`config.mk`:
```
export PLATFORM = sky130hd
export DESIGN_NAME = ebus_diag_reader_flat
export DESIGN_NICKNAME = d
export VERILOG_FILES = /design/src/rtl/ebus_diag_reader_if.sv /design/src/rtl/ebus_diag_reader.sv /design/src/flat_wrapper.sv
export SDC_FILE = /design/constraint.sdc
export NUM_CORES = 1
export LEC_CHECK = 0
export CAP_MARGIN = 10
export CORE_UTILIZATION = 41
export CTS_CLUSTER_DIAMETER = 60
export CTS_CLUSTER_SIZE = 14
export DETAILED_ROUTE_END_ITERATION = 7
export PLACE_DENSITY = 0.85
export SETUP_SLACK_MARGIN = 0.05
export SLEW_MARGIN = 40
export SYNTH_ARGS = -nofsm -noshare
export SYNTH_HDL_FRONTEND = slang
export SYNTH_SLANG_ARGS = --single-unit
```
`constraint.sdc`:
```
create_clock -name eboxClk -period 2 [get_ports eboxClk]
set_input_delay 0.2 -clock eboxClk [delete_from_list [all_inputs] [get_ports eboxClk]]
set_output_delay 0.2 -clock eboxClk [all_outputs]
set_load 0.02 [all_outputs]
```
`src/rtl/ebus_diag_reader_if.sv`:
```
// Request/response handshake plus EBUS diagnostic bus of the EDP diagnostic reader.
// Optional rspParity exists only when EBUS_DIAG_PARITY_EN is defined.
interface ebus_diag_reader_if;
    logic        reqValid;
    logic        reqReady;
    logic [0:2]  reqSel;
    logic        reqScan;
    logic        rspValid;
    logic        rspReady;
    logic [0:2]  rspSel;
    logic [0:35] rspData;
    logic        rspTimeout;
    logic        rspLast;
    logic [0:8]  DIAG_FUNC;
    logic        diagReadFunc12X;
    logic [0:35] EBUS;
    logic        EDPdrivingEBUS;
`ifdef EBUS_DIAG_PARITY_EN
    logic        rspParity;
`endif

    // master: requester/EDP side; slave: the reader itself
    modport master (
        output reqValid, reqSel, reqScan, rspReady, EBUS, EDPdrivingEBUS,
        input  reqReady, rspValid, rspSel, rspData, rspTimeout, rspLast,
`ifdef EBUS_DIAG_PARITY_EN
        input  rspParity,
`endif
        input  DIAG_FUNC, diagReadFunc12X
    );

    modport slave (
        input  reqValid, reqSel, reqScan, rspReady, EBUS, EDPdrivingEBUS,
        output reqReady, rspValid, rspSel, rspData, rspTimeout, rspLast,
`ifdef EBUS_DIAG_PARITY_EN
        output rspParity,
`endif
        output DIAG_FUNC, diagReadFunc12X
    );
endinterface

```
`src/rtl/ebus_diag_reader.sv`:
```
// EBUS-side initiator for EDP diagnostic reads, single group or full 8-group scan.
// Optional macro EBUS_DIAG_PARITY_EN adds rspParity and a stability assertion on rspData.
module ebus_diag_reader #(
    parameter int SETTLE_CYCLES = 2,
    parameter int TIMEOUT       = 15
) (
    input  logic              eboxClk,
    input  logic              eboxReset,
    ebus_diag_reader_if.slave bus,
    output logic [1:0]        dbg_state
);
    // Handshakes: a transfer happens on a rising edge where valid & ready are both 1;
    // valid and its payload hold stable until that edge, ready never depends on valid.
    typedef enum logic [1:0] {
        IDLE    = 2'd0,
        DRIVE   = 2'd1,
        CAPTURE = 2'd2,
        RESP    = 2'd3
    } state_t;

    localparam logic [2:0] SETTLE_MAX = 3'(SETTLE_CYCLES);
    localparam logic [5:0] WAIT_MAX   = 6'(TIMEOUT);
    localparam logic [3:0] READ_OP    = 4'b0101;

    state_t      state_q, state_d;
    logic [2:0]  sel_q, sel_d;
    logic        scan_q, scan_d;
    logic [2:0]  settle_q, settle_d;
    logic [5:0]  wait_q, wait_d;
    logic        req_ready_q, req_ready_d;
    logic        rsp_valid_q, rsp_valid_d;
    logic [2:0]  rsp_sel_q, rsp_sel_d;
    logic [0:35] rsp_data_q, rsp_data_d;
    logic        rsp_timeout_q, rsp_timeout_d;
    logic        rsp_last_q, rsp_last_d;
    logic [0:8]  diag_func_q, diag_func_d;
    logic        diag_read_q, diag_read_d;
`ifdef EBUS_DIAG_PARITY_EN
    logic        rsp_parity_q, rsp_parity_d;
`endif

    always_comb begin
        state_d       = state_q;
        sel_d         = sel_q;
        scan_d        = scan_q;
        settle_d      = settle_q;
        wait_d        = wait_q;
        req_ready_d   = req_ready_q;
        rsp_valid_d   = rsp_valid_q;
        rsp_sel_d     = rsp_sel_q;
        rsp_data_d    = rsp_data_q;
        rsp_timeout_d = rsp_timeout_q;
        rsp_last_d    = rsp_last_q;
        diag_func_d   = diag_func_q;
        diag_read_d   = diag_read_q;
        case (state_q)
            IDLE: begin
                if (bus.reqValid && req_ready_q) begin
                    sel_d       = bus.reqScan ? 3'd0 : bus.reqSel;
                    scan_d      = bus.reqScan;
                    settle_d    = 3'd0;
                    wait_d      = 6'd0;
                    req_ready_d = 1'b0;
                    diag_func_d = {READ_OP, sel_d, 2'b00};
                    diag_read_d = 1'b1;
                    state_d     = DRIVE;
                end
            end
            DRIVE: begin
                if (settle_q == SETTLE_MAX) begin
                    state_d = CAPTURE;
                end else if (wait_q == WAIT_MAX) begin
                    diag_func_d   = '0;
                    diag_read_d   = 1'b0;
                    rsp_valid_d   = 1'b1;
                    rsp_sel_d     = sel_q;
                    rsp_data_d    = '0;
                    rsp_timeout_d = 1'b1;
                    rsp_last_d    = !scan_q || (sel_q == 3'd7);
                    state_d       = RESP;
                end else begin
                    // only an unbroken run of EDP acknowledges counts towards settling
                    settle_d = bus.EDPdrivingEBUS ? settle_q + 3'd1 : 3'd0;
                    wait_d   = wait_q + 6'd1;
                end
            end
            CAPTURE: begin
                diag_func_d   = '0;
                diag_read_d   = 1'b0;
                rsp_valid_d   = 1'b1;
                rsp_sel_d     = sel_q;
                rsp_data_d    = bus.EBUS;
                rsp_timeout_d = 1'b0;
                rsp_last_d    = !scan_q || (sel_q == 3'd7);
                state_d       = RESP;
            end
            RESP: begin
                if (bus.rspReady) begin
                    rsp_valid_d = 1'b0;
                    if (scan_q && (sel_q != 3'd7)) begin
                        sel_d       = sel_q + 3'd1;
                        settle_d    = 3'd0;
                        wait_d      = 6'd0;
                        diag_func_d = {READ_OP, sel_d, 2'b00};
                        diag_read_d = 1'b1;
                        state_d     = DRIVE;
                    end else begin
                        req_ready_d = 1'b1;
                        state_d     = IDLE;
                    end
                end
            end
            default: state_d = IDLE;
        endcase
`ifdef EBUS_DIAG_PARITY_EN
        rsp_parity_d = ~^rsp_data_d;
`endif
    end

    always_ff @(posedge eboxClk) begin
        if (eboxReset) begin
            state_q       <= IDLE;
            sel_q         <= 3'd0;
            scan_q        <= 1'b0;
            settle_q      <= 3'd0;
            wait_q        <= 6'd0;
            req_ready_q   <= 1'b1;
            rsp_valid_q   <= 1'b0;
            rsp_sel_q     <= 3'd0;
            rsp_data_q    <= '0;
            rsp_timeout_q <= 1'b0;
            rsp_last_q    <= 1'b0;
            diag_func_q   <= '0;
            diag_read_q   <= 1'b0;
`ifdef EBUS_DIAG_PARITY_EN
            rsp_parity_q  <= 1'b1;
`endif
        end else begin
            state_q       <= state_d;
            sel_q         <= sel_d;
            scan_q        <= scan_d;
            settle_q      <= settle_d;
            wait_q        <= wait_d;
            req_ready_q   <= req_ready_d;
            rsp_valid_q   <= rsp_valid_d;
            rsp_sel_q     <= rsp_sel_d;
            rsp_data_q    <= rsp_data_d;
            rsp_timeout_q <= rsp_timeout_d;
            rsp_last_q    <= rsp_last_d;
            diag_func_q   <= diag_func_d;
            diag_read_q   <= diag_read_d;
`ifdef EBUS_DIAG_PARITY_EN
            rsp_parity_q  <= rsp_parity_d;
`endif
        end
    end

`ifdef EBUS_DIAG_PARITY_EN
    assign bus.rspParity = rsp_parity_q;

    a_rsp_data_stable: assert property (@(posedge eboxClk) disable iff (eboxReset)
        (rsp_valid_q && !bus.rspReady) |=> $stable(rsp_data_q));
`endif

    assign bus.reqReady        = req_ready_q;
    assign bus.rspValid        = rsp_valid_q;
    assign bus.rspSel          = rsp_sel_q;
    assign bus.rspData         = rsp_data_q;
    assign bus.rspTimeout      = rsp_timeout_q;
    assign bus.rspLast         = rsp_last_q;
    assign bus.DIAG_FUNC       = diag_func_q;
    assign bus.diagReadFunc12X = diag_read_q;
    assign dbg_state           = state_q;
endmodule

```
`src/flat_wrapper.sv`:
```
// flat-port wrapper written by rule: the top's interface ports become plain ports
module ebus_diag_reader_flat 
#(
    parameter int SETTLE_CYCLES = 2,
    parameter int TIMEOUT       = 15
)
  (eboxClk, eboxReset, dbg_state, bus_reqValid, bus_reqSel, bus_reqScan, bus_rspReady, bus_EBUS, bus_EDPdrivingEBUS, bus_reqReady, bus_rspValid, bus_rspSel, bus_rspData, bus_rspTimeout, bus_rspLast, bus_DIAG_FUNC, bus_diagReadFunc12X);
  ebus_diag_reader_if bus_i ();
  input  logic eboxClk;
  input  logic eboxReset;
  output logic [1:0] dbg_state;
  input wire logic [$bits(bus_i.reqValid)-1:0] bus_reqValid;
  input wire logic [$bits(bus_i.reqSel)-1:0] bus_reqSel;
  input wire logic [$bits(bus_i.reqScan)-1:0] bus_reqScan;
  input wire logic [$bits(bus_i.rspReady)-1:0] bus_rspReady;
  input wire logic [$bits(bus_i.EBUS)-1:0] bus_EBUS;
  input wire logic [$bits(bus_i.EDPdrivingEBUS)-1:0] bus_EDPdrivingEBUS;
  output wire logic [$bits(bus_i.reqReady)-1:0] bus_reqReady;
  output wire logic [$bits(bus_i.rspValid)-1:0] bus_rspValid;
  output wire logic [$bits(bus_i.rspSel)-1:0] bus_rspSel;
  output wire logic [$bits(bus_i.rspData)-1:0] bus_rspData;
  output wire logic [$bits(bus_i.rspTimeout)-1:0] bus_rspTimeout;
  output wire logic [$bits(bus_i.rspLast)-1:0] bus_rspLast;
  output wire logic [$bits(bus_i.DIAG_FUNC)-1:0] bus_DIAG_FUNC;
  output wire logic [$bits(bus_i.diagReadFunc12X)-1:0] bus_diagReadFunc12X;
  assign bus_i.reqValid = bus_reqValid;
  assign bus_i.reqSel = bus_reqSel;
  assign bus_i.reqScan = bus_reqScan;
  assign bus_i.rspReady = bus_rspReady;
  assign bus_i.EBUS = bus_EBUS;
  assign bus_i.EDPdrivingEBUS = bus_EDPdrivingEBUS;
  assign bus_reqReady = bus_i.reqReady;
  assign bus_rspValid = bus_i.rspValid;
  assign bus_rspSel = bus_i.rspSel;
  assign bus_rspData = bus_i.rspData;
  assign bus_rspTimeout = bus_i.rspTimeout;
  assign bus_rspLast = bus_i.rspLast;
  assign bus_DIAG_FUNC = bus_i.DIAG_FUNC;
  assign bus_diagReadFunc12X = bus_i.diagReadFunc12X;
  ebus_diag_reader #(.SETTLE_CYCLES(SETTLE_CYCLES), .TIMEOUT(TIMEOUT)) u_core (.eboxClk(eboxClk), .eboxReset(eboxReset), .bus(bus_i), .dbg_state(dbg_state));
endmodule
```
==> results list <==
- Run status: finished clean
- In this run the clock root is driven by a clkbuf_8.
* Global route overflow: 0
- The routed layout has 3003 vias.
- Port-buffer cells: 95
- Unrepaired setup endpoints after global routing: yes
- Counting I/O delays and the setup requirement, the final critical path takes 1.95 ns.
- Bufs on Longest Clock Path: 2
- At the pin with the least slew margin, the transition time is 0.524 ns.
- Together, buffers and inverters on the worst path number 1.
- Post-route clock period utilization: 97.3%
- Of all cell types, the one taking the most synthesized area is dfxtp_1.
* Core footprint: 6790 um2
* Worst path arrival time: 2.19 ns
- Max Cap Violations: 0
* Synth Instances: 345
- In this run the static leakage power is 0.00149 uW.
- Detail Route Antenna Nets: 0
- TritonCTS built the clock tree.
- Grouping stages by cell kind, the critical path spends the most delay in simple AND/OR/NAND/NOR gates.
- The initial antenna violation count came to 0.
- A synthesized cell averages 8.37 um2.
- Summed over its instances, the top area cell type makes up 43.0% of the synthesized netlist area.
- Counting flops with an async set or reset pin after synthesis yields a share of 0%.
* Number of buffers created by CTS: 9
- Worst-path maximum fanout: 10
* Capturing element type of the critical path: register
* Number of H-tree levels: 3
- For this run, the slowest stage of the critical path takes 0.59 ns.
- For the worst-skew pair, the clock arrives at the later sink with an insertion delay of 0.33 ns.
- Global-route wire length before repair: 13300 um
- Total Die Area: 7380 um2
- Clock-pin slew reported for the worst setup and hold paths after clock tree synthesis: 0.07 ns
- Detailed Routing Iterations Pass 1: 4
* CP max-delay cell: or4_4
* Wire length per cell: 15.8 um
* FP Rows: 30
- Leaving out filler cells and counting taps, the final layout contains 541.
* Most used flip-flop cell after synthesis: dfxtp_1
* Slew HR: 65.1%
- Cell area after placement: 4070 um2
- Cells along the critical path: inv_2 -> ha_1 -> nand2_1 -> or4_4 -> o31ai_2
- Relative to the synthesized area, the layout overhead comes to 50.6%.
* Worst vdd ir: 1.36 mV
- The min-delay analysis places its worst path in the category input pin to register.
- Adding up every negative setup slack in the final design gives 0 ns.
* Post-Route Skew: 0.00924 ns
- The HPWL after detailed placement is 5620 um.
- Crit Path Class: register to register
- Warnings, synthesis: 0
- Fmax: 514 MHz
- Data on the critical path is required at its endpoint by 2.25 ns.
* Number of setup violations in the final report: 0
- Ant. Diodes: 0
- Final Cell Area: 4350 um2
- Number of global-route vias before repair: 2754
- The final number of max-transition violations came to 0.
- For this run, the total global-route usage over all layers was measured as 22.7%.
* Flip-flop and latch count after synthesis: 62
- Layout Nets: 495
- Most frequent cell after synthesis: dfxtp_1
- The final count of hold timing violations is 0.
- The filler cells instantiated in the layout total 573.
* Most used standard cells in the synthesized netlist: 62 x dfxtp_1, 49 x a21oi_1, 43 x o21ai_1
- Wires add up to 8550 um.
- For this design the ratio of total power to cell area is 1340 nW/um2.
* Synthesized area: 2890 um2
- The die is 85.9 um wide.
- Leading post-synthesis cells by cell area: dfxtp_1 43%, a21oi_1 8.5%, nand4_1 8.2%
- Once placement completed, the tool counted placed cells totaling 524.
- Of the cells placed in the final design, the portion with a size suffix greater than 1 is 13.7%.
* Overall die height: 85.9 um
- 100 I/O pins were placed.
* Number of enable flip-flop cells after synthesis: 0
- Counting distinct cell types in the post-synthesis netlist gives 43.
- In this run, the number of DRC markers left after iteration 0 of detailed routing was 248.
- Type of element launching the critical path: register
- Average vias per placed instance: 5.55
* Maximum number of pins on one net before global-route repair: 51
- TritonCTS sink count: 62
- Count of hold buffers inserted by post-cts repair: 0
* Initial core utilization: 42.5%
- At the end of routability-driven placement, the weighted congestion stood at 0.904.
- In this run the post-CTS setup repair buffer count came out at 0.
- Part of the Yosys area used for sequential elements: 43.0%
- In the routed design, unresolved DRC markers number 0.
## final timing paths
path | startpoint | to | slack (ns) | depth (start not counted)
worst max register to register | u_core.dbg_state[1] | u_core.wait_q[5] | 0.05 | 5
worst max-delay path | u_core.dbg_state[1] | u_core.wait_q[5] | 0.05 | 5
worst min-delay path | eboxReset | u_core.scan_q | 0.20 | 2
worst min register to register | u_core.bus.rspSel[0] | u_core.bus.rspSel[0] | 0.48 | 2
## stage by stage
stage,setup slack [ns],hold slack (ns),util [%],total power (uW)
final,0.0549,0.204,64.0,5840
after global routing,-0.00112,0.196,64.0,6190
after CTS,0.0169,0.194,63.2,5740
after detailed placement,-0.0894,0.469,59.8,4470
after global placement,-0.0336,0.462,59.8,4390
after floorplan,-0.00751,0.344,-,3390
## layout by cell type, fill, tap and decap left out, types with 2 or more instances in the layout
cell	netlist	routed
nor2b_2	0	2
buf_12	0	2
buf_4	7	20
a211oi_1	5	4
nand3_1	8	8
ha_4	0	4
bufinv_16	0	2
nand3b_1	3	3
nor2_1	11	10
o21ai_0	4	4
clkbuf_8	0	9
inv_1	11	9
nand2_1	14	14
o21ai_1	43	43
conb_1	1	4
ha_1	10	6
a31oi_1	4	4
o32ai_1	2	2
mux2i_1	4	4
clkinv_2	0	2
a311oi_1	4	4
dfxtp_4	0	2
a21oi_1	49	49
dfxtp_1	62	58
clkdlybuf4s50_1	0	94
o22ai_1	3	3
nand4_1	38	38
nand2b_1	5	4
nor3_1	6	6
clkbuf_16	0	2
dfxtp_2	0	2
## layer usage
metal | GRT usage, % | wire length, um | part of all wire, %
met1 | 29.1 | 3770 | 44
met5 | 0 | 0 | 0
met3 | 4.33 | 421 | 4.9
met2 | 37.0 | 4160 | 49
met4 | 10.5 | 193 | 2.3
## cell type report
cell class,instances,area [um2],area share (%)
Clock buffer,11,153,3.51
Clock inverter,5,78.8,1.81
Inverter,11,43.8,1.01
Multi-Input combinational cell,238,1540,35.4
Sequential cell,62,1250,28.8
Tap cell,96,120,2.76
Timing Repair Buffer,118,1160,26.7
## report_power, final
part | switching (uW) | internal (uW) | total (uW)
Sequential | 172 | 1440 | 1620
Clock | 481 | 778 | 1260
Combinational | 1790 | 1170 | 2970
## state kept, by name (all words and copies together), names as in the netlist, 2 cells and up
register	flops
u_core.wait_q	6
u_core.dbg_state	2
u_core.bus.rspSel	3
u_core.settle_q	3
u_core.bus.rspData	36
u_core.bus.DIAG_FUNC	3
u_core.sel_q	3
## logic make-up after synthesis
kind of cell | after synthesis | synth area share [%]
buf+inv | 48 | 7.97
simple gates | 93 | 17.9
mux | 4 | 1.39
other cells | 1 | 0.130
compound gates | 127 | 25.3
fa+ha+maj | 10 | 4.33
flops | 62 | 43.0
## what timing repair did
action | CTS | global route
gates resized for setup | 0 | 6
pin swaps | 3 | 2
gates cloned | 0 | 1
setup endpoints to repair | 3 | 51
(Power assumes the default switching activity.)
